<file path="src/rtl/xaddrgen_pkg.sv">
// xaddrgen_pkg: shared definitions for the xaddrgen address generator.
//   - default address / period widths
//   - FSM state encoding
//   - bit layout used when the configuration is packed into one register word
package xaddrgen_pkg;

    localparam int unsigned AddrWDef   = 10;
    localparam int unsigned PeriodWDef = 10;

    typedef enum logic [1:0] {
        StIdle   = 2'd0,
        StDelay  = 2'd1,
        StActive = 2'd2,
        StDone   = 2'd3
    } state_e;

    // Packed configuration word layout (LSB first) at default widths:
    // iterations | period | duty | delay | start | incr | shift
    localparam int unsigned CfgIterLsb   = 0;
    localparam int unsigned CfgPeriodLsb = CfgIterLsb + PeriodWDef;
    localparam int unsigned CfgDutyLsb   = CfgPeriodLsb + PeriodWDef;
    localparam int unsigned CfgDelayLsb  = CfgDutyLsb + PeriodWDef;
    localparam int unsigned CfgStartLsb  = CfgDelayLsb + PeriodWDef;
    localparam int unsigned CfgIncrLsb   = CfgStartLsb + AddrWDef;
    localparam int unsigned CfgShiftLsb  = CfgIncrLsb + AddrWDef;
    localparam int unsigned CfgWidth     = CfgShiftLsb + AddrWDef;

endpackage

</file>
<file path="src/rtl/xaddrgen.sv">
// xaddrgen: programmable 2-D address generator for a Versat memory port.
// After an accepted run it waits delay_i cycles, then emits iterations_i periods of
// period_i cycles each; the first duty_i cycles of a period assert mem_en_o and step
// the address by incr_i, and every period end adds shift_i. done_o is held high
// once the sequence finishes, until the next accepted run.
//
// Ports
//   clk, rst      clock, synchronous active-high reset
//   run_i         start pulse, accepted only in IDLE or DONE
//   pause_i       freezes the sequence while high (DELAY / ACTIVE only)
//   iterations_i  number of periods
//   period_i      cycles per period
//   duty_i        enabled cycles at the start of each period
//   delay_i       idle cycles between run and the first period
//   start_i       first address
//   incr_i        signed step per enabled cycle
//   shift_i       signed extra step at each period end
//   addr_o        registered memory address
//   mem_en_o      registered memory enable
//   done_o        sequence finished
module xaddrgen
    import xaddrgen_pkg::*;
#(
    parameter int unsigned ADDR_W   = AddrWDef,
    parameter int unsigned PERIOD_W = PeriodWDef
) (
    input  logic                clk,
    input  logic                rst,
    input  logic                run_i,
    input  logic                pause_i,
    input  logic [PERIOD_W-1:0] iterations_i,
    input  logic [PERIOD_W-1:0] period_i,
    input  logic [PERIOD_W-1:0] duty_i,
    input  logic [PERIOD_W-1:0] delay_i,
    input  logic [ADDR_W-1:0]   start_i,
    input  logic [ADDR_W-1:0]   incr_i,
    input  logic [ADDR_W-1:0]   shift_i,
    output logic [ADDR_W-1:0]   addr_o,
    output logic                mem_en_o,
    output logic                done_o
);

    localparam logic [PERIOD_W-1:0] POne = PERIOD_W'(1);

    state_e state_q, state_d;

    // Configuration latched on an accepted run
    logic [PERIOD_W-1:0] iter_cfg_q, iter_cfg_d;
    logic [PERIOD_W-1:0] period_cfg_q, period_cfg_d;
    logic [PERIOD_W-1:0] duty_cfg_q, duty_cfg_d;
    logic [PERIOD_W-1:0] delay_cfg_q, delay_cfg_d;
    logic [ADDR_W-1:0]   incr_cfg_q, incr_cfg_d;
    logic [ADDR_W-1:0]   shift_cfg_q, shift_cfg_d;

    // ptr_q is the address to present on the next unpaused ACTIVE cycle; addr_q is
    // what is on the port now.
    logic [ADDR_W-1:0]   ptr_q, ptr_d;
    logic [ADDR_W-1:0]   addr_q, addr_d;
    logic                mem_en_q, mem_en_d;
    logic                done_q, done_d;
    logic [PERIOD_W-1:0] per_cnt_q, per_cnt_d;
    logic [PERIOD_W-1:0] iter_cnt_q, iter_cnt_d;
    logic [PERIOD_W-1:0] dly_cnt_q, dly_cnt_d;

    logic accept;
    logic cfg_empty;
    logic in_empty;
    logic dly_last;
    logic per_last;
    logic iter_last;
    logic en;

    assign accept    = run_i && ((state_q == StIdle) || (state_q == StDone));
    assign in_empty  = (iterations_i == '0) || (period_i == '0);
    assign cfg_empty = (iter_cfg_q == '0) || (period_cfg_q == '0);
    assign dly_last  = (dly_cnt_q == delay_cfg_q - POne);
    assign per_last  = (per_cnt_q == period_cfg_q - POne);
    assign iter_last = (iter_cnt_q == iter_cfg_q - POne);
    assign en        = (per_cnt_q < duty_cfg_q);

    // State register
    always_ff @(posedge clk) begin
        if (rst) begin
            state_q <= StIdle;
        end else begin
            state_q <= state_d;
        end
    end

    // Next-state logic
    always_comb begin
        state_d = state_q;
        unique case (state_q)
            StIdle, StDone: begin
                if (accept) begin
                    if (delay_i != '0) begin
                        state_d = StDelay;
                    end else if (in_empty) begin
                        state_d = StDone;
                    end else begin
                        state_d = StActive;
                    end
                end
            end
            StDelay: begin
                if (!pause_i && dly_last) begin
                    state_d = cfg_empty ? StDone : StActive;
                end
            end
            StActive: begin
                if (!pause_i && per_last && iter_last) begin
                    state_d = StDone;
                end
            end
            default: state_d = StIdle;
        endcase
    end

    // Datapath / output next-state logic
    always_comb begin
        iter_cfg_d   = iter_cfg_q;
        period_cfg_d = period_cfg_q;
        duty_cfg_d   = duty_cfg_q;
        delay_cfg_d  = delay_cfg_q;
        incr_cfg_d   = incr_cfg_q;
        shift_cfg_d  = shift_cfg_q;
        ptr_d        = ptr_q;
        addr_d       = addr_q;
        mem_en_d     = 1'b0;
        done_d       = 1'b0;
        per_cnt_d    = per_cnt_q;
        iter_cnt_d   = iter_cnt_q;
        dly_cnt_d    = dly_cnt_q;

        unique case (state_q)
            StIdle, StDone: begin
                done_d = (state_q == StDone);
                if (accept) begin
                    iter_cfg_d   = iterations_i;
                    period_cfg_d = period_i;
                    duty_cfg_d   = duty_i;
                    delay_cfg_d  = delay_i;
                    incr_cfg_d   = incr_i;
                    shift_cfg_d  = shift_i;
                    ptr_d        = start_i;
                    addr_d       = start_i;
                    per_cnt_d    = '0;
                    iter_cnt_d   = '0;
                    dly_cnt_d    = '0;
                    done_d       = 1'b0;
                end
            end
            StDelay: begin
                if (!pause_i) begin
                    dly_cnt_d = dly_cnt_q + POne;
                end
            end
            StActive: begin
                // Paused or not, the port shows the pending address; only the
                // unpaused case consumes it.
                addr_d = ptr_q;
                if (!pause_i) begin
                    mem_en_d = en;
                    ptr_d    = ptr_q + (en ? incr_cfg_q : '0) + (per_last ? shift_cfg_q : '0);
                    if (per_last) begin
                        per_cnt_d  = '0;
                        iter_cnt_d = iter_cnt_q + POne;
                    end else begin
                        per_cnt_d = per_cnt_q + POne;
                    end
                end
            end
            default: ;
        endcase
    end

    always_ff @(posedge clk) begin
        if (rst) begin
            iter_cfg_q   <= '0;
            period_cfg_q <= '0;
            duty_cfg_q   <= '0;
            delay_cfg_q  <= '0;
            incr_cfg_q   <= '0;
            shift_cfg_q  <= '0;
            ptr_q        <= '0;
            addr_q       <= '0;
            mem_en_q     <= 1'b0;
            done_q       <= 1'b0;
            per_cnt_q    <= '0;
            iter_cnt_q   <= '0;
            dly_cnt_q    <= '0;
        end else begin
            iter_cfg_q   <= iter_cfg_d;
            period_cfg_q <= period_cfg_d;
            duty_cfg_q   <= duty_cfg_d;
            delay_cfg_q  <= delay_cfg_d;
            incr_cfg_q   <= incr_cfg_d;
            shift_cfg_q  <= shift_cfg_d;
            ptr_q        <= ptr_d;
            addr_q       <= addr_d;
            mem_en_q     <= mem_en_d;
            done_q       <= done_d;
            per_cnt_q    <= per_cnt_d;
            iter_cnt_q   <= iter_cnt_d;
            dly_cnt_q    <= dly_cnt_d;
        end
    end

    assign addr_o   = addr_q;
    assign mem_en_o = mem_en_q;
    assign done_o   = done_q;

endmodule

</file>
<file path="config.mk">
export PLATFORM = sky130hd
export DESIGN_NAME = xaddrgen
export DESIGN_NICKNAME = d
export VERILOG_FILES = /design/src/rtl/xaddrgen_pkg.sv /design/src/rtl/xaddrgen.sv
export SDC_FILE = /design/constraint.sdc
export NUM_CORES = 1
export LEC_CHECK = 0
export CORE_MARGIN = 5
export CORE_UTILIZATION = 30
export CTS_BUF_LIST = sky130_fd_sc_hd__clkbuf_4 sky130_fd_sc_hd__clkbuf_8 sky130_fd_sc_hd__clkbuf_16
export DETAILED_ROUTE_END_ITERATION = 10
export MAX_ROUTING_LAYER = met4
export PLACE_DENSITY = 0.59
export SLEW_MARGIN = 20
export SYNTH_ARGS = -nofsm -noshare
export SYNTH_HDL_FRONTEND = slang
export SYNTH_SLANG_ARGS = --single-unit
export TNS_END_PERCENT = 5
</file>
<file path="constraint.sdc">
create_clock -name clk -period 13.16 [get_ports clk]
set_clock_uncertainty 0.2 [all_clocks]
set_input_delay 2.632 -clock clk [delete_from_list [all_inputs] [get_ports clk]]
set_output_delay 2.632 -clock clk [all_outputs]
set_load 0.02 [all_outputs]
</file>
==> impl_metrics.tcl <==
set metrics [dict create \
    avgViaCountPerCell 5.02 \
    antenna_found_initial 0 \
    rsz0062_at_grt "no" \
    synthToLayoutAreaGrowth_pct 25.0 \
    worst_hold_path_type "register to register" \
    drv_slew 0 \
    start_util_pct 30.3 \
    fmax_mhz 175 \
    syn-num-nets 947 \
    worst_slack_ns 7.46 \
    clk_path_buf_depth 2 \
    maxCapViolCount 0 \
    power.density_nw_per_um2 172 \
    ir_drop_mv 0.0883 \
    netlist_area_um2 6590 \
    clock_latency_ns 0.42 \
    drc 0 \
    drive_gt1_share_pct 5.80 \
    cts_hold_buf 0 \
    multi_input_area_um2 4010 \
    final_util_pct 37.8 \
    register_area_um2 2280 \
    ios 86 \
    final_nets 1012 \
    synth_cell_types 62 \
    use_met1_pct 19.8 \
    grt-busiest-layer "met2" \
    drt_iter0_drc 303 \
    synthArstFlopShare_pct 0 \
    muxShareOfSynthArea_pct 1.60 \
    cp_max_fo 63 \
    worst_hold_path.endpoint "incr_cfg_q[1]$_SDFFE_PP0P_" \
    hold_depth 2 \
    synth_cells 836 \
    fin_hold_ws_ns 0.248 \
    synth_compound_area_share_pct 17.5 \
    grt_util_met2_pct 21.7 \
    post_drt_wl_per_cell_um 14.6 \
    grt_pass1_vias 5724 \
    cts-root-buf "clkbuf_16" \
    grt_use_met3_pct 3.64 \
    synth_edf_count 0 \
    cp.required_ns 13.30 \
    portBuffers 85 \
    cts_max_level 4 \
    placed_cells 1162 \
    ff2ff_path_depth 19 \
    setup_viol_count_final 0 \
    synthXorXnorAreaFrac_pct 7.52 \
    tns_ns 0 \
    grt_pass1_wl_mm 28.6 \
    r2r-end "ptr_q[9]$_SDFFE_PP0P_" \
    dpl_worst_slack_ns 7.06 \
    coreArea_um2 21800 \
    critical_path_class "input port to register" \
    die_h_um 158 \
    cts_tree "done" \
    vias 5994 \
    reg2reg_from "period_cfg_q[0]$_SDFFE_PP0P_" \
    min_from "incr_cfg_q[1]$_SDFFE_PP0P_" \
    max-slew-margin-rel_pct 32.7 \
    numCtsBuffers 17 \
    finalHoldViolCount 0 \
    grt.overflow.total 0 \
    dieWidth_um 158 \
    worstMarginPinSlew_ns 1.00 \
    grt_max_degree 96 \
    stdcell_count 1194 \
    cts.repair.resized 0 \
    fillers 2286 \
    status "finished clean" \
    grt_usage_pct 14.5 \
    synth_ff_type "dfxtp_1" \
    cp-start-kind "input port" \
    arrival_ns 5.84 \
    synth_top_family_by_area "simple AND/OR/NAND/NOR gates" \
    detail_route.first_pass.iterations 6 \
    postCtsSetupBuffers 0 \
    yosys.area_share.adder_pct 8.17 \
    rows 54 \
    ys_warn_count 0 \
    clk_pin_slew_ns 0.05 \
    period_needed_ns 5.70 \
    p_leak_nw 3.04 \
    die_area_um2 25000 \
    cp-end-kind "register" \
    cts_sinks 114 \
    gp_congestion 0.836 \
    synthSimpleGateAreaFrac_pct 26.0 \
    wirelength_mm 17.5 \
    diodes 0 \
    fin_crit_sh_pct 43.3 \
    synth.avg_cell_area_um2 7.88 \
    ys_seq_area_share_pct 34.6 \
    synth-seq-cells 114 \
    regToRegSetupSlack_ns 8.22 \
    hpwl_mm 12.5 \
    ant_nets 0 \
]
[sequential cells by signal (all words and copies together) (netlist names)]
register and cells:
addr_o 10, iter_cfg_q 10, incr_cfg_q 10, state_q 2, duty_cfg_q 10, dly_cnt_q 10, per_cnt_q 10, period_cfg_q 10
ptr_q 10, shift_cfg_q 10, iter_cnt_q 10, delay_cfg_q 10, done_o 1, mem_en_o 1
[how the worst max path moves through the flow]
stage                      from                          to  slack [ns]  cells past startpoint
final                     run_i  iter_cnt_q[4]$_SDFFE_PP0P_        7.46                      9
after global routing      run_i  iter_cnt_q[4]$_SDFFE_PP0P_        7.27                      9
after CTS                 run_i  iter_cnt_q[4]$_SDFFE_PP0P_        7.48                      9
after detailed placement  run_i  iter_cnt_q[4]$_SDFFE_PP0P_        7.06                      9
after global placement    run_i  iter_cnt_q[4]$_SDFFE_PP0P_        7.13                      9
after floorplan           run_i     state_q[0]$_SDFFE_PP0P_        8.87                      7
[cell usage after synthesis (4+ instances only)]
cell / instances / area (µm²)
a211oi_1: 20 / 150
a21o_1: 7 / 52.6
a21oi_1: 89 / 445
a31oi_1: 5 / 31.3
and2_1: 11 / 68.8
and3_1: 12 / 75.1
buf_2: 4 / 20.0
clkbuf_1: 35 / 131
dfxtp_1: 114 / 2280
fa_1: 10 / 200
ha_1: 27 / 338
inv_1: 32 / 120
mux2i_1: 6 / 60.1
nand2_1: 160 / 601
nand2b_1: 8 / 50.1
nand3_1: 13 / 65.1
nand3b_1: 5 / 37.5
nand4_1: 15 / 93.8
nand4b_1: 4 / 35.0
nor2_1: 63 / 236
nor2b_1: 13 / 81.3
nor3_1: 23 / 115
nor4_1: 9 / 56.3
o211ai_1: 6 / 45.0
o21ai_0: 16 / 80.1
o31a_1: 4 / 35.0
o31ai_1: 5 / 37.5
or3_1: 6 / 37.5
or4_1: 8 / 60.1
xnor2_1: 36 / 315
xor2_1: 18 / 158
[through the flow]
| step | cell area, µm² | total power, mW |
|---|---|---|
| 2_1_floorplan | 6590 | 0.816 |
| 3_3_place_gp | 7640 | 0.952 |
| 3_5_place_dp | 7640 | 0.959 |
| 4_1_cts | 8230 | 1.43 |
| 5_1_grt | 8230 | 1.51 |
| 6_report | 8230 | 1.41 |
[placed cells by master (no fill, tap or decap), types with 18 or more instances in the layout]
cell / count
nor2_1: 63
xor2_1: 18
a211oi_1: 20
dfxtp_1: 114
clkdlybuf4s50_1: 84
inv_1: 32
ha_1: 27
nand2_1: 159
xnor2_1: 36
nor3_1: 23
a21oi_1: 89
[per-layer routing]
layer  wire (µm)  share of wire (%)
met5           0                  0
met4         207                1.2
met3         995                5.7
met2        7610                 44
met1        8670                 50
[critical path, stage by stage]
cell,delay [ns]
clkdlybuf4s50_1,0.50
nand2_2,0.05
buf_4,0.35
o21ai_1,0.16
buf_4,0.26
and2_1,0.71
nand2_1,0.44
or4_1,0.57
a21oi_1,0.15
[power breakdown]
part           total (mW)  leakage (nW)  internal (mW)  switching (mW)
logic               0.493          1.82          0.203           0.290
clock network       0.463         0.293          0.301           0.162
registers           0.459         0.934          0.402          0.0577
[cell type report]
type                    count  area share, %
flip-flops and latches    114           27.7
well taps                 280           4.26
repair buffers             90           10.7
clock buffers              20           5.44
clock inverters            12           1.70
multi-input cells         646           48.7
inverters                  32           1.46
[cell families (layout without fill, tap and decap cells)]
logic type / Yosys count / count (layout)
AND/OR/NAND/NOR: 361 / 361
AO/OA/AOI/OAI: 184 / 184
flip-flops: 114 / 114
buffers and inverters: 76 / 154
XOR/XNOR: 55 / 55
adder cells (fa/ha/maj): 37 / 37
multiplexers: 9 / 9
No activity file was read; power rests on OpenSTA's default activity.
==> variant 1: new RTL, same settings <==
The package constant `AddrWDef` goes from 10 to 11.
--- a/src/rtl/xaddrgen_pkg.sv
+++ b/src/rtl/xaddrgen_pkg.sv
@@ -5,5 +5,5 @@
 package xaddrgen_pkg;
 
-    localparam int unsigned AddrWDef   = 10;
+    localparam int unsigned AddrWDef   = 11;
     localparam int unsigned PeriodWDef = 10;
 
Ports: changed (resized addr_o, incr_i, shift_i and start_i); port bits go from 86 to 90. No check against the original RTL was run, so the function may have changed too.
==> variant 1 against the original RTL <==
Total power increased by 22%. Largest power group unchanged. Critical path depth increased by 9. Area after synthesis increased by 2.8%. Wire length increased by 0.50%. Combinational power increased by 45%. Worst setup slack improved by 0.062 ns. Die area increased by 2.7%. Sequential cell count increased by 4. Clock power increased by 9.3%. Final area increased by 3.3%. Core utilization increased by 0.072 points.
==> variant 1: results (changes against the original RTL) <==
| Metric | Value |
|---|---|
| RePlAce Congestion | 0.889 (+6.2%) |
| Via count | 5972 (-0.37%) |
| Sequential-to-total area share from yosys stat | 34.9% (+0.22 points) |
| Post-synth top cells | nand2_1 (155), dfxtp_1 (118), a21oi_1 (91), nor2_1 (56), clkbuf_1 (49) |
| Share of cells above drive strength 1 | 5.17% (-0.63 points) |
| Worst R2R End | ptr_q[10] |
| Placement Setup Slack | 7.54 ns (+0.489 ns) |
| Register area | 0.00236 mm^2 (+3.5%) |
| Clk tree area frac | 7.66% (+0.52 points) |
| Run status | complete, no violations |
| GRT Overall Usage | 14.1% (-0.40 points) |
| Placed cells | 1181 (+1.6%) |
| Worst EP arrival | 5.75 ns (-0.09 ns) |
| Routed wire length | 17600 um (+0.50%) |
| Plain + repair buffers | 95 (+5.6%) |
| Inverters | 31 (-3.1%) |
| Multi-Input Combinational | 652 (+0.93%) |
| CP max stage cell | o41ai_1 |
| Worst Reg-to-Reg Cells | 18 (-1) |
| Area of the multi-input gates | 0.00409 mm^2 (+2.0%) |
| CLK BUF | 21 (+5.0%) |
| Layout area overhead | 25.5% |
| Switching share of power | 38.9% (+2.9 points) |
| Non-clock buffer share | 10.9% (+0.21 points) |
| First-pass GRT wire length | 28900 um (+1.2%) |
variant 1: routing by layer:
metal	global-route usage (%)	wire (um)	up-vias
met5	-	0	-
met4	4.77	344	0
met3	2.98	550	17
met2	21.4	7860	102
met1	18.9	8810	2744
li1	-	-	3109
variant 1: cells by family (layout without fill, tap and decap cells):
| group | count (synthesis) | in the layout | synth area share, % |
|---|---|---|---|
| and+or+nand+nor | 343 | 343 | 23.8 |
| AOI/OAI and AO/OA | 197 | 197 | 18.4 |
| DFF | 118 | 118 | 34.9 |
| buffers and inverters | 84 | 158 | 4.89 |
| xor gates and xnor gates | 64 | 64 | 8.27 |
| adders and majority gates | 39 | 39 | 8.42 |
| muxes | 9 | 9 | 1.33 |
variant 1: power by group through the flow:
stage	sequential (mW)	clock, mW	combinational [mW]
after global routing	0.518	0.534	0.808
after detailed placement	0.512	0	0.720
final	0.503	0.506	0.717
after global placement	0.510	0	0.713
after floorplan	0.502	0	0.532
after CTS	0.505	0.518	0.725
==> variant 2: new RTL, same flow settings <==
Without the edit above. The output `done_o` loses its register stage (`done_q` becomes a continuous assignment).
--- a/src/rtl/xaddrgen.sv
+++ b/src/rtl/xaddrgen.sv
@@ -186,5 +186,4 @@
             addr_q       <= '0;
             mem_en_q     <= 1'b0;
-            done_q       <= 1'b0;
             per_cnt_q    <= '0;
             iter_cnt_q   <= '0;
@@ -200,5 +199,4 @@
             addr_q       <= addr_d;
             mem_en_q     <= mem_en_d;
-            done_q       <= done_d;
             per_cnt_q    <= per_cnt_d;
             iter_cnt_q   <= iter_cnt_d;
@@ -207,4 +205,6 @@
     end
 
+    assign done_q = done_d;
+
     assign addr_o   = addr_q;
     assign mem_en_o = mem_en_q;
Function: changed (a bounded check fails within 4 cycles, from zero or initial values and one cycle with rst high).
==> variant 2 against the original RTL <==
Wire length decreased by 3.8%. Core utilization increased by 0.79 points. Critical path depth down 5. Clock power increased by 7.6%. Total power increased by 13%. Sequential cell count fell by 1. Worst setup slack got worse by 1.2 ns. Global-route usage shrank 0.077 points. Area after synthesis fell by 2.6%. Sequential power rose by 3%. Final area shrank 1.4%. Register-to-register slack worse by 0.25 ns. First-iteration DRC count fell by 19%. Sequential share of layout area increased by 0.13 points. Critical path type is now in -> out. Critical endpoint is now done_o. Largest power group unchanged.
==> variant 2: results (changes against the original RTL) <==
| Metric | Value |
|---|---|
| Area of the multi-input gates | 0.00387 mm^2 (-3.5%) |
| Finished Layout Cells | 1151 (-3.6%) |
| Placement Setup Slack | 6.22 ns (-0.831 ns) |
| CLK BUF | 22 (+10%) |
| RePlAce Congestion | 0.834 (-0.35%) |
| Share of cells above drive strength 1 | 7.53% (+1.7 points) |
| P_leak | 3.01 nW (-1.1%) |
| Run status | complete, no violations |
| Avg Cell Area, Syn | 8.09 um^2 (+2.6%) |
| Multi-Input Combinational | 609 (-5.7%) |
| DRT Pass-1 Iters | 4 (-2) |
| Post-synth design cell area | 0.00641 mm^2 (-2.6%) |
| GRT Overall Usage | 14.5% (-0.077 points) |
| Pin count of the biggest net entering global routing | 68 (-29%) |
| Reg-to-reg setup timing slack | 7.97 ns (-0.25 ns) |
| Crit-path leading delay family | buffers and inverters |
| Setup crit end | done_o |
| CP max stage cell | clkdlybuf4s50_1 |
| Routing usage on met1 | 19.5% (-0.37 points) |
| Post-synth top cells | nand2_1 (149), dfxtp_1 (113), a21oi_1 (84), nor2_1 (55), xnor2_1 (42) |
| Placed cells | 1119 (-3.7%) |
| Dpl cell area | 0.00748 mm^2 (-2.1%) |
| DPL Wire Length | 12100 um (-2.7%) |
| Fin nets | 974 (-3.8%) |
| Met3 Usage GRT | 3.60% (-0.041 points) |
| Vias in the first global route | 5427 (-5.2%) |
| WL met2 | 7470 um (-1.8%) |
| Relative slew slack | 31.4% (-1.3 points) |
| Inverters | 31 (-3.1%) |
| Distinct cells, synth | 64 (+3.2%) |
| Worst EP arrival | 4.09 ns (-1.75 ns) |
| Root Buffer | clkbuf_16 |
| Worst Path Max Fanout | 4 (-94%) |
| Post-synthesis register bit count | 113 (-0.88%) |
| Wl on met1 | 8440 um (-2.6%) |
| Via count | 5613 (-6.4%) |
| Met2 usage | 21.6% (-0.16 points) |
| Maximum VDD drop | 82.3 uV (-6.7%) |
| Fillers | 2148 (-6.0%) |
| Syn nets | 904 (-4.5%) |
| Slowest cell delay on critical path | 0.53 ns (-0.18 ns) |
| First-pass GRT wire length | 27600 um (-3.5%) |
| Sequential-to-total area share from yosys stat | 35.3% (+0.63 points) |
| Post-route cell area | 0.00812 mm^2 (-1.4%) |
| Worst Reg-to-Reg Cells | 17 (-2) |
| Sequential share of cell area | 27.9% (+0.13 points) |
| Crit path time final | 6.92 ns (+1.22 ns) |
==> variant 2: cell types whose count changed after synthesis, sizes merged, moves of 5 or more <==
cell,before,now
and2,11,20
o211ai,6,1
xnor2,36,42
nor2,63,56
a211oi,20,25
a31o,0,5
nand2,160,149
a21oi,90,84
o21ai,19,13
buf,9,2
nor3,23,31
==> variant 2: report_power, final <==
| part | internal, mW | total (mW) | switching (mW) |
|---|---|---|---|
| registers | 0.413 | 0.475 | 0.0621 |
| clock network | 0.335 | 0.498 | 0.164 |
| logic | 0.255 | 0.621 | 0.366 |
==> variant 2: cells by family after synthesis <==
| logic type | synth area share, % |
|---|---|
| AND/OR/NAND/NOR | 25.5 |
| AO/OA/AOI/OAI | 15.7 |
| flip-flops | 35.3 |
| buffers and inverters | 4.58 |
| XOR/XNOR | 8.54 |
| adder cells (fa/ha/maj) | 8.39 |
| multiplexers | 2.01 |
